File: config.mk
export PLATFORM = sky130hd
export DESIGN_NAME = max_point_finder_flat
export DESIGN_NICKNAME = d
export VERILOG_FILES = /design/src/rtl/max_point_finder_if.sv /design/src/rtl/max_point_finder.sv /design/src/flat_wrapper.sv
export SDC_FILE = /design/constraint.sdc
export NUM_CORES = 1
export LEC_CHECK = 0
export ABC_AREA = 1
export CORE_ASPECT_RATIO = 0.7
export CORE_UTILIZATION = 29
export DETAILED_ROUTE_END_ITERATION = 10
export DONT_BUFFER_PORTS = 1
export HOLD_SLACK_MARGIN = 0.12
export RECOVER_POWER = 25
export REMOVE_ABC_BUFFERS = 1
export SLEW_MARGIN = 20
export SYNTH_ARGS = -nofsm -noshare
export SYNTH_HDL_FRONTEND = slang
export SYNTH_SLANG_ARGS = --single-unit
File: constraint.sdc
create_clock -name clk -period 6.9 [get_ports clk]
set_input_delay 0.69 -clock clk [delete_from_list [all_inputs] [get_ports clk]]
set_output_delay 0.69 -clock clk [all_outputs]
set_load 0.02 [all_outputs]
File: src/rtl/max_point_finder_if.sv
// Point stream in, ranked result out, for max_point_finder.
interface max_point_finder_if;
    logic        in_valid;
    logic        in_ready;
    logic [7:0]  in_x;
    logic [7:0]  in_y;
    logic [3:0]  in_w;
    logic        in_last;
    logic        out_valid;
    logic        out_ready;
    logic [2:0]  out_idx;
    logic [16:0] out_d;
    logic        busy;

    // Producer/consumer side (drives points, takes results)
    modport master (
        output in_valid, in_x, in_y, in_w, in_last, out_ready,
        input  in_ready, out_valid, out_idx, out_d, busy
    );

    // Block side
    modport slave (
        input  in_valid, in_x, in_y, in_w, in_last, out_ready,
        output in_ready, out_valid, out_idx, out_d, busy
    );
endinterface

File: src/rtl/max_point_finder.sv
// Collects up to N_PTS points, computes d = x^2 + y^2 with one shared
// multiplier, then scans the set and reports the winning index and key.
module max_point_finder #(
    parameter int unsigned N_PTS = 8
) (
    input  logic              clk,
    input  logic              rst_n,
    max_point_finder_if.slave bus
);

    localparam int unsigned IDX_W = 3;
    localparam int unsigned CNT_W = 4;
    localparam int unsigned CRD_W = 8;
    localparam int unsigned WGT_W = 4;
    localparam int unsigned SQ_W  = 16;
    localparam int unsigned D_W   = 17;
    localparam int unsigned KEY_W = D_W + 2 * CRD_W + WGT_W;

    typedef struct packed {
        logic [CRD_W-1:0] x;
        logic [CRD_W-1:0] y;
        logic [WGT_W-1:0] w;
        logic [D_W-1:0]   d;
    } entry_t;

    typedef enum logic [2:0] {
        S_LOAD,
        S_SQX,
        S_SQY,
        S_SCAN,
        S_DONE
    } state_t;

    state_t             state_q, state_d;
    entry_t             ent_q [N_PTS];
    entry_t             ent_d [N_PTS];
    logic [CNT_W-1:0]   count_q, count_d;
    logic [CNT_W-1:0]   ptr_q, ptr_d;
    logic [IDX_W-1:0]   best_q, best_d;
    logic [SQ_W-1:0]    acc_q, acc_d;
    logic               last_q, last_d;
    logic               out_valid_q, out_valid_d;
    logic [IDX_W-1:0]   out_idx_q, out_idx_d;
    logic [D_W-1:0]     out_d_q, out_d_d;
    logic               busy_q, busy_d;

    logic               in_ready_c;
    logic [IDX_W-1:0]   cur_idx_c;
    logic [IDX_W-1:0]   cand_idx_c;
    logic [CRD_W-1:0]   mul_op_c;
    logic [SQ_W-1:0]    sq_c;
    logic [D_W-1:0]     d_new_c;
    logic [KEY_W-1:0]   key_best_c;
    logic [KEY_W-1:0]   key_cand_c;
    logic               cand_wins_c;

    // Ready is a pure decode of LOAD, held low while reset is asserted
    assign in_ready_c    = rst_n && (state_q == S_LOAD);
    assign bus.in_ready  = in_ready_c;
    assign bus.out_valid = out_valid_q;
    assign bus.out_idx   = out_idx_q;
    assign bus.out_d     = out_d_q;
    assign bus.busy      = busy_q;

    assign cur_idx_c  = IDX_W'(count_q);
    assign cand_idx_c = IDX_W'(ptr_q);

    // Shared squarer: x in SQX, y in SQY
    always_comb begin
        mul_op_c = ent_q[cur_idx_c].x;
        if (state_q == S_SQY) begin
            mul_op_c = ent_q[cur_idx_c].y;
        end
        sq_c    = SQ_W'(mul_op_c) * SQ_W'(mul_op_c);
        d_new_c = D_W'(acc_q) + D_W'(sq_c);
    end

    // Priority d > x > y > w is a lexicographic compare of the concatenation
    always_comb begin
        key_best_c  = {ent_q[best_q].d, ent_q[best_q].x,
                       ent_q[best_q].y, ent_q[best_q].w};
        key_cand_c  = {ent_q[cand_idx_c].d, ent_q[cand_idx_c].x,
                       ent_q[cand_idx_c].y, ent_q[cand_idx_c].w};
        cand_wins_c = key_cand_c > key_best_c;
    end

    // Next-state and datapath updates
    always_comb begin
        state_d     = state_q;
        ent_d       = ent_q;
        count_d     = count_q;
        ptr_d       = ptr_q;
        best_d      = best_q;
        acc_d       = acc_q;
        last_d      = last_q;
        out_valid_d = out_valid_q;
        out_idx_d   = out_idx_q;
        out_d_d     = out_d_q;

        unique case (state_q)
            S_LOAD: begin
                if (bus.in_valid && in_ready_c) begin
                    ent_d[cur_idx_c].x = bus.in_x;
                    ent_d[cur_idx_c].y = bus.in_y;
                    ent_d[cur_idx_c].w = bus.in_w;
                    last_d             = bus.in_last;
                    state_d            = S_SQX;
                end
            end
            S_SQX: begin
                acc_d   = sq_c;
                state_d = S_SQY;
            end
            S_SQY: begin
                ent_d[cur_idx_c].d = d_new_c;
                count_d            = count_q + CNT_W'(1);
                if (last_q || (count_d == CNT_W'(N_PTS))) begin
                    best_d = '0;
                    ptr_d  = CNT_W'(1);
                    if (count_d > CNT_W'(1)) begin
                        state_d = S_SCAN;
                    end else begin
                        // Single point: it is the winner, no scan needed
                        state_d     = S_DONE;
                        out_valid_d = 1'b1;
                        out_idx_d   = '0;
                        out_d_d     = d_new_c;
                    end
                end else begin
                    state_d = S_LOAD;
                end
            end
            S_SCAN: begin
                if (cand_wins_c) begin
                    best_d = cand_idx_c;
                end
                ptr_d = ptr_q + CNT_W'(1);
                if (ptr_q == (count_q - CNT_W'(1))) begin
                    state_d     = S_DONE;
                    out_valid_d = 1'b1;
                    out_idx_d   = best_d;
                    out_d_d     = ent_q[best_d].d;
                end
            end
            S_DONE: begin
                if (bus.out_ready) begin
                    count_d     = '0;
                    state_d     = S_LOAD;
                    out_valid_d = 1'b0;
                    out_idx_d   = '0;
                    out_d_d     = '0;
                end
            end
            default: begin
                state_d = S_LOAD;
            end
        endcase

        busy_d = (state_d != S_LOAD);
    end

    // State and register file
    always_ff @(posedge clk or negedge rst_n) begin
        if (!rst_n) begin
            state_q     <= S_LOAD;
            count_q     <= '0;
            ptr_q       <= '0;
            best_q      <= '0;
            acc_q       <= '0;
            last_q      <= 1'b0;
            out_valid_q <= 1'b0;
            out_idx_q   <= '0;
            out_d_q     <= '0;
            busy_q      <= 1'b0;
            for (int unsigned i = 0; i < N_PTS; i++) begin
                ent_q[i] <= '0;
            end
        end else begin
            state_q     <= state_d;
            count_q     <= count_d;
            ptr_q       <= ptr_d;
            best_q      <= best_d;
            acc_q       <= acc_d;
            last_q      <= last_d;
            out_valid_q <= out_valid_d;
            out_idx_q   <= out_idx_d;
            out_d_q     <= out_d_d;
            busy_q      <= busy_d;
            ent_q       <= ent_d;
        end
    end

endmodule

File: src/flat_wrapper.sv
// flat-port wrapper written by rule: the top's interface ports become plain ports
module max_point_finder_flat 
#(
    parameter int unsigned N_PTS = 8
)
  (clk, rst_n, bus_in_valid, bus_in_x, bus_in_y, bus_in_w, bus_in_last, bus_out_ready, bus_in_ready, bus_out_valid, bus_out_idx, bus_out_d, bus_busy);
  max_point_finder_if bus_i ();
  input  logic clk;
  input  logic rst_n;
  input wire logic [$bits(bus_i.in_valid)-1:0] bus_in_valid;
  input wire logic [$bits(bus_i.in_x)-1:0] bus_in_x;
  input wire logic [$bits(bus_i.in_y)-1:0] bus_in_y;
  input wire logic [$bits(bus_i.in_w)-1:0] bus_in_w;
  input wire logic [$bits(bus_i.in_last)-1:0] bus_in_last;
  input wire logic [$bits(bus_i.out_ready)-1:0] bus_out_ready;
  output wire logic [$bits(bus_i.in_ready)-1:0] bus_in_ready;
  output wire logic [$bits(bus_i.out_valid)-1:0] bus_out_valid;
  output wire logic [$bits(bus_i.out_idx)-1:0] bus_out_idx;
  output wire logic [$bits(bus_i.out_d)-1:0] bus_out_d;
  output wire logic [$bits(bus_i.busy)-1:0] bus_busy;
  assign bus_i.in_valid = bus_in_valid;
  assign bus_i.in_x = bus_in_x;
  assign bus_i.in_y = bus_in_y;
  assign bus_i.in_w = bus_in_w;
  assign bus_i.in_last = bus_in_last;
  assign bus_i.out_ready = bus_out_ready;
  assign bus_in_ready = bus_i.in_ready;
  assign bus_out_valid = bus_i.out_valid;
  assign bus_out_idx = bus_i.out_idx;
  assign bus_out_d = bus_i.out_d;
  assign bus_busy = bus_i.busy;
  max_point_finder #(.N_PTS(N_PTS)) u_core (.clk(clk), .rst_n(rst_n), .bus(bus_i));
endmodule
==> results of run 1 <==
==> Yosys cell counts, drive strengths merged <==
| cell | instances | area [µm²] |
|---|---|---|
| nand2 | 719 | 2726 |
| o21ai | 668 | 3369 |
| dfrtp | 348 | 8708 |
| inv | 346 | 1299 |
| a21oi | 239 | 1196 |
| nand3 | 195 | 996.0 |
| nor2 | 193 | 774.5 |
| clkbuf | 145 | 544.3 |
| ha | 87 | 1089 |
| buf | 59 | 294.0 |
| o211ai | 55 | 412.9 |
| a31oi | 47 | 294.0 |
| fa | 25 | 500.5 |
| a221oi | 18 | 157.7 |
| xor2 | 16 | 140.1 |
| o22ai | 14 | 87.58 |
| or2 | 14 | 87.59 |
| nor3 | 11 | 81.33 |
| nand4 | 10 | 68.81 |
| o2111ai | 10 | 87.58 |
| xnor2 | 10 | 95.10 |
| mux2i | 8 | 80.08 |
| a22oi | 4 | 30.03 |
| a21o | 3 | 22.52 |
| o31ai | 3 | 22.52 |
| a211oi | 2 | 15.01 |
| a21boi | 2 | 15.02 |
| clkinv | 2 | 7.510 |
| nor4 | 2 | 18.77 |
| o21a | 2 | 15.01 |
| o21bai | 2 | 15.01 |
| a31o | 1 | 8.760 |
==> area by class of cell <==
cell class | instances | area share, %
multi-input cells | 2360 | 48.68
flip-flops and latches | 348 | 33.01
well taps | 1056 | 4.997
inverters | 348 | 4.993
clock buffers | 56 | 4.316
repair buffers | 109 | 3.478
clock inverters | 13 | 0.4922
repair inverters | 1 | 0.02366
diodes | 1 | 0.009465
==> worst max-delay path by stage <==
stage	startpoint	to	slack, ns	cells past startpoint
after floorplan	u_core.ptr_q[0]	u_core.bus.out_d[9]	-1.70	23
after global placement	u_core.count_q[1]	u_core.bus.out_d[15]	0.04	36
after detailed placement	u_core.count_q[1]	u_core.ent_q[87]	-0.11	30
after CTS	u_core.count_q[1]	u_core.bus.out_d[16]	0.0007	34
after global routing	u_core.count_q[0]	u_core.bus.out_d[15]	-0.17	39
final	u_core.count_q[0]	u_core.bus.out_d[15]	0.14	36
==> placed cells by master, fill, tap and decap left out, drive strengths merged <==
cell type	Yosys	final
nand2	719	719
o21ai	668	668
dfrtp	348	348
inv	346	347
a21oi	239	239
nand3	195	195
nor2	193	193
buf	59	109
ha	87	87
clkbuf	145	56
o211ai	55	55
a31oi	47	47
fa	25	25
a221oi	18	18
xor2	16	16
o22ai	14	14
or2	14	14
clkinv	2	12
nor3	11	11
o2111ai	10	10
nand4	10	10
xnor2	10	10
mux2i	8	8
a22oi	4	4
a21o	3	3
o31ai	3	3
o21a	2	2
o21bai	2	2
bufinv	0	2
a211oi	2	2
a21boi	2	2
nor4	2	2
diode	0	1
clkinvlp	0	1
a31o	1	1
==> cell families after synthesis <==
group,count (synthesis)
buffers and inverters,552
xor gates and xnor gates,26
and+or+nand+nor,1144
adders and majority gates,112
DFF,348
muxes,8
AOI/OAI and AO/OA,1070
==> registers in the layout, summed over array words and instances (netlist names) <==
register,flops
u_core.ent_q,296
u_core.bus.out_d,17
u_core.acc_q,15
u_core.count_q,4
u_core.ptr_q,4
u_core.best_q,3
u_core.bus.out_idx,3
u_core.state_q,3
u_core.bus.busy,1
u_core.bus.out_valid,1
u_core.last_q,1
==> stage by stage <==
stage / cells / setup WS [ns]
finish: 4292 / 0.1446
global route: 4292 / -0.1686
CTS: 4266 / 0.0007008
detailed placement: 4197 / -0.1052
global placement: 4197 / 0.04391
floorplan: 3056 / -1.699
==> layer usage <==
layer / global-route usage, % / vias up
met5: 0.7143 / -
met4: 5.286 / 4
met3: 6.139 / 120
met2: 27.91 / 1164
met1: 30.54 / 10750
li1: - / 10820
==> what timing repair did <==
action,CTS,global route
hold endpoints to repair,348,348
cloned,0,1
buffers inserted,0,24
resized for setup,8,116
setup endpoints to repair,32,80
pin swaps,0,47
==> results.cfg, run 1 <==
[global_route]
grt_pass1_wl_um = 129700
grtUsageTotal_pct = 20.43
grt_start_max_net_pins = 350
grt-ovfl-total = 0
antenna_found_initial = 2
grt_pass1_vias = 20970

[logic_synthesis]
ys_ff_latch = 348
synth-xor-area-share_pct = 1.011
ys_warn_count = 0
muxShareOfSynthArea_pct = 0.3443
synth_compound_area_share_pct = 24.72
syn_area_per_cell_um2 = 7.135
netlist_instances = 3260
synth-simple-area-share_pct = 20.44
ys_types = 52
synth_top_family_by_area = compound AO/OA/AOI/OAI gates
synth_fa_ha_area_share_pct = 6.832
synth.cell_area_um2 = 23260
yosysSeqAreaShare_pct = 37.44

[worst_setup_path]
crit_arrival_ns = 7.26
path_buf_inv = 5
rr_worst_depth = 36
crit_fanout = 6
required_ns = 7.40
cpMostUsedCell = nand2_1
slowest_stage = fa_1
crit_family = adder cells
r2r_start = u_core.count_q[0]
r2r-end = u_core.bus.out_d[15]
critical-path-max-stage-delay_ns = 0.55
cp-start-kind = flip-flop
critical_path_class = flip-flop to flip-flop
end_kind = flip-flop
r2r_slack_ns = 0.14

[die]
die-width_um = 340.5
start_util_pct = 29.41
core_um2 = 79090
die-area_um2 = 81360
ios = 48
std_cell_rows = 86
die_h_um = 239.0

[sta]
tightest_slew_ns = 1.082
clock_skew_ns = 0.03893
hold_viol_final = 348
rsz0062_at_grt = true
fmaxAchievable_ghz = 0.1480
setup_violations = 0
maxSlewViolCount = 0
finalCriticalPeriod_ns = 6.755
timing.hold.ws_ns = -0.1850
period_share_pct = 97.90
tns_ns = 0
max_slew_margin_pct = 27.72

[routing]
drtIter0Drc = 2718
wire_per_inst_um = 19.59
via_per_inst = 5.324
vias = 22850
drc = 0
drt_wl_total_um = 84060
ant_nets = 0
wl_met2_um = 32990
dr_wl_met3_um = 10290
wl_met1_um = 38870
first_pass_iters = 6
top_layer = met5

[min_path]
min_path_type = input pin to async pin

[finish]
regArea_um2 = 8727
area_growth_pct = 13.67
fin_area_um2 = 26440
multiInputGateArea_um2 = 12870
fin_nets = 3344
utilization_pct = 33.43
drive_gt1_share_pct = 9.954
fill_cells = 8366

[place]
dp_hpwl_um = 55640
gp_congestion = 0.9460
io_buffers = 0
place_area_um2 = 24480

[cts]
clockRootBuffer = clkbuf_16
clockBufferDepth = 3
clkTransAtPathRegs_ns = 0.06
cts_buffers = 39
clkSinkCount = 348
clock_latency_ns = 0.60
cts_tree = built
cts_max_level = 2

[outcome]
violations = negative hold slack
status = finished with violations

[job]
drv_cap = 0
Power of run 1 is left out: the tool's default activity adds up to more than one toggle a clock period on the data nets, which glitch-free logic cannot reach.
==> run 2: changes to the inputs <==
--- a/config.mk
+++ b/config.mk
@@ -11,6 +11,7 @@
 export DETAILED_ROUTE_END_ITERATION = 10
 export DONT_BUFFER_PORTS = 1
 export HOLD_SLACK_MARGIN = 0.12
+export PLACE_DENSITY_LB_ADDON = 0.25
 export RECOVER_POWER = 25
 export REMOVE_ABC_BUFFERS = 1
 export SLEW_MARGIN = 20
==> results.cfg, run 2 (same netlist as run 1, synthesis figures left out) <==
[outcome]
status = finished with violations
violations = negative hold slack

[place]
dp_hpwl_um = 57940
place_area_um2 = 24580
io_buffers = 0
gp_congestion = 0.9215

[cts]
clkTransAtPathRegs_ns = 0.07
clkSinkCount = 348
cts_max_level = 2
clock_latency_ns = 0.60
clockBufferDepth = 3
clockRootBuffer = clkbuf_16
cts_buffers = 42
cts_tree = built

[min_path]
min_path_type = input pin to async pin

[worst_setup_path]
rr_worst_depth = 34
crit_fanout = 6
crit_arrival_ns = 7.09
cp-start-kind = flip-flop
cpMostUsedCell = fa_1
critical_path_class = flip-flop to flip-flop
required_ns = 7.37
slowest_stage = fa_1
r2r-end = u_core.bus.out_d[13]
r2r_start = u_core.count_q[0]
r2r_slack_ns = 0.28
critical-path-max-stage-delay_ns = 0.56
end_kind = flip-flop

[finish]
mostFrequentLayoutCells = 703 x nand2_1, 649 x o21ai_0, 340 x dfrtp_1
top_register = u_core.ent_q
drive_gt1_share_pct = 9.494
antenna-diode-count = 0
fill_cells = 8407
fin_area_um2 = 26510
area_growth_pct = 13.95
fin_nets = 3348
layout_commonest_cell = nand2_1
largest_register_ffs = 296

[global_route]
grt-ovfl-total = 0
antenna_found_initial = 0
grtUsageTotal_pct = 21.43
grt_start_max_net_pins = 350
grt_pass1_vias = 20430
grt_pass1_wl_um = 133200

[job]
drv_cap = 0

[routing]
drtIter0Drc = 2888
drt_wl_total_um = 88410
first_pass_iters = 5
wire_per_inst_um = 20.56
via_per_inst = 5.281
ant_nets = 0
vias = 22710
drc = 0

[sta]
tightest_slew_ns = 1.093
hold_viol_final = 348
finalCriticalPeriod_ns = 6.617
timing.hold.ws_ns = -0.1967
setup_violations = 0
max_slew_margin_pct = 26.70
clock_skew_ns = 0.02934
maxSlewViolCount = 0
fmaxAchievable_ghz = 0.1511
period_share_pct = 95.90

[die]
die_h_um = 239.0
std_cell_rows = 86
start_util_pct = 29.41
die-width_um = 340.5
die-area_um2 = 81360
core_um2 = 79090
ios = 48
[run 2: cell types whose count changed in the layout (fill, tap and decap cells not counted), moves of 3 or more]
cell and change:
nand3_1 +3, buf_12 +3, inv_2 -7, nand2_2 -4, nand2_1 +8, buf_6 -4, clkbuf_16 +3, nand2_4 -3
inv_1 +4, o21ai_1 +5, o21ai_2 -4
[run 2: worst max-delay path, delay by kind of cell, from the launching register on]
family,cells,cell delay [ns]
adders and majority gates,6,2.60
and+or+nand+nor,11,1.20
buffers and inverters,10,1.04
AOI/OAI and AO/OA,5,0.76
DFF,1,0.44
xor gates and xnor gates,2,0.41
[run 2: routing by layer]
metal	up-vias	GRT usage [%]	routed length (µm)
met5	-	0	0
met4	0	4.539	1382
met3	101	5.749	9572
met2	1081	28.42	33960
met1	10700	33.58	43500
li1	10820	-	-
[run 2: layout make-up]
class                   instances  area, µm²  share of cell area [%]
repair buffers                111      977.2                   3.687
inverters                     348       1321                   4.985
well taps                    1056       1321                   4.985
multi-input cells            2360      12760                   48.14
flip-flops and latches        348       8728                   32.93
clock buffers                  63       1251                   4.721
clock inverters                14      147.6                  0.5570
[run 2: per-stage QoR]
step	TNS, ns	setup slack [ns]	cells	util [%]
2_1_floorplan	-33.71	-1.699	3056	-
3_3_place_gp	0	0.05048	4200	31.04
3_5_place_dp	-2.132	-0.1168	4201	31.08
4_1_cts	0	0.02252	4279	32.90
5_1_grt	-0.09328	-0.03155	4300	33.51
6_report	0	0.2829	4300	33.51
[run 2: timing repair]
item                       4_1_cts  5_1_grt
hold endpoints to repair       348      348
setup buffers                    1       21
pin swaps                        1       33
resized for setup                8       82
cloned                           0        0
setup endpoints to repair       32       81
[run 2: how the worst max path moves through the flow]
stage / start / endpoint / slack, ns
after CTS: u_core.count_q[0] / u_core.ent_q[200] / 0.02
after global routing: u_core.count_q[2] / u_core.bus.out_d[15] / -0.03
after floorplan: u_core.ptr_q[0] / u_core.bus.out_d[9] / -1.70
after global placement: u_core.count_q[1] / u_core.bus.out_d[13] / 0.05
after detailed placement: u_core.count_q[1] / u_core.bus.out_d[16] / -0.12
final: u_core.count_q[0] / u_core.bus.out_d[13] / 0.28
Power of run 2 is left out for the same reason.
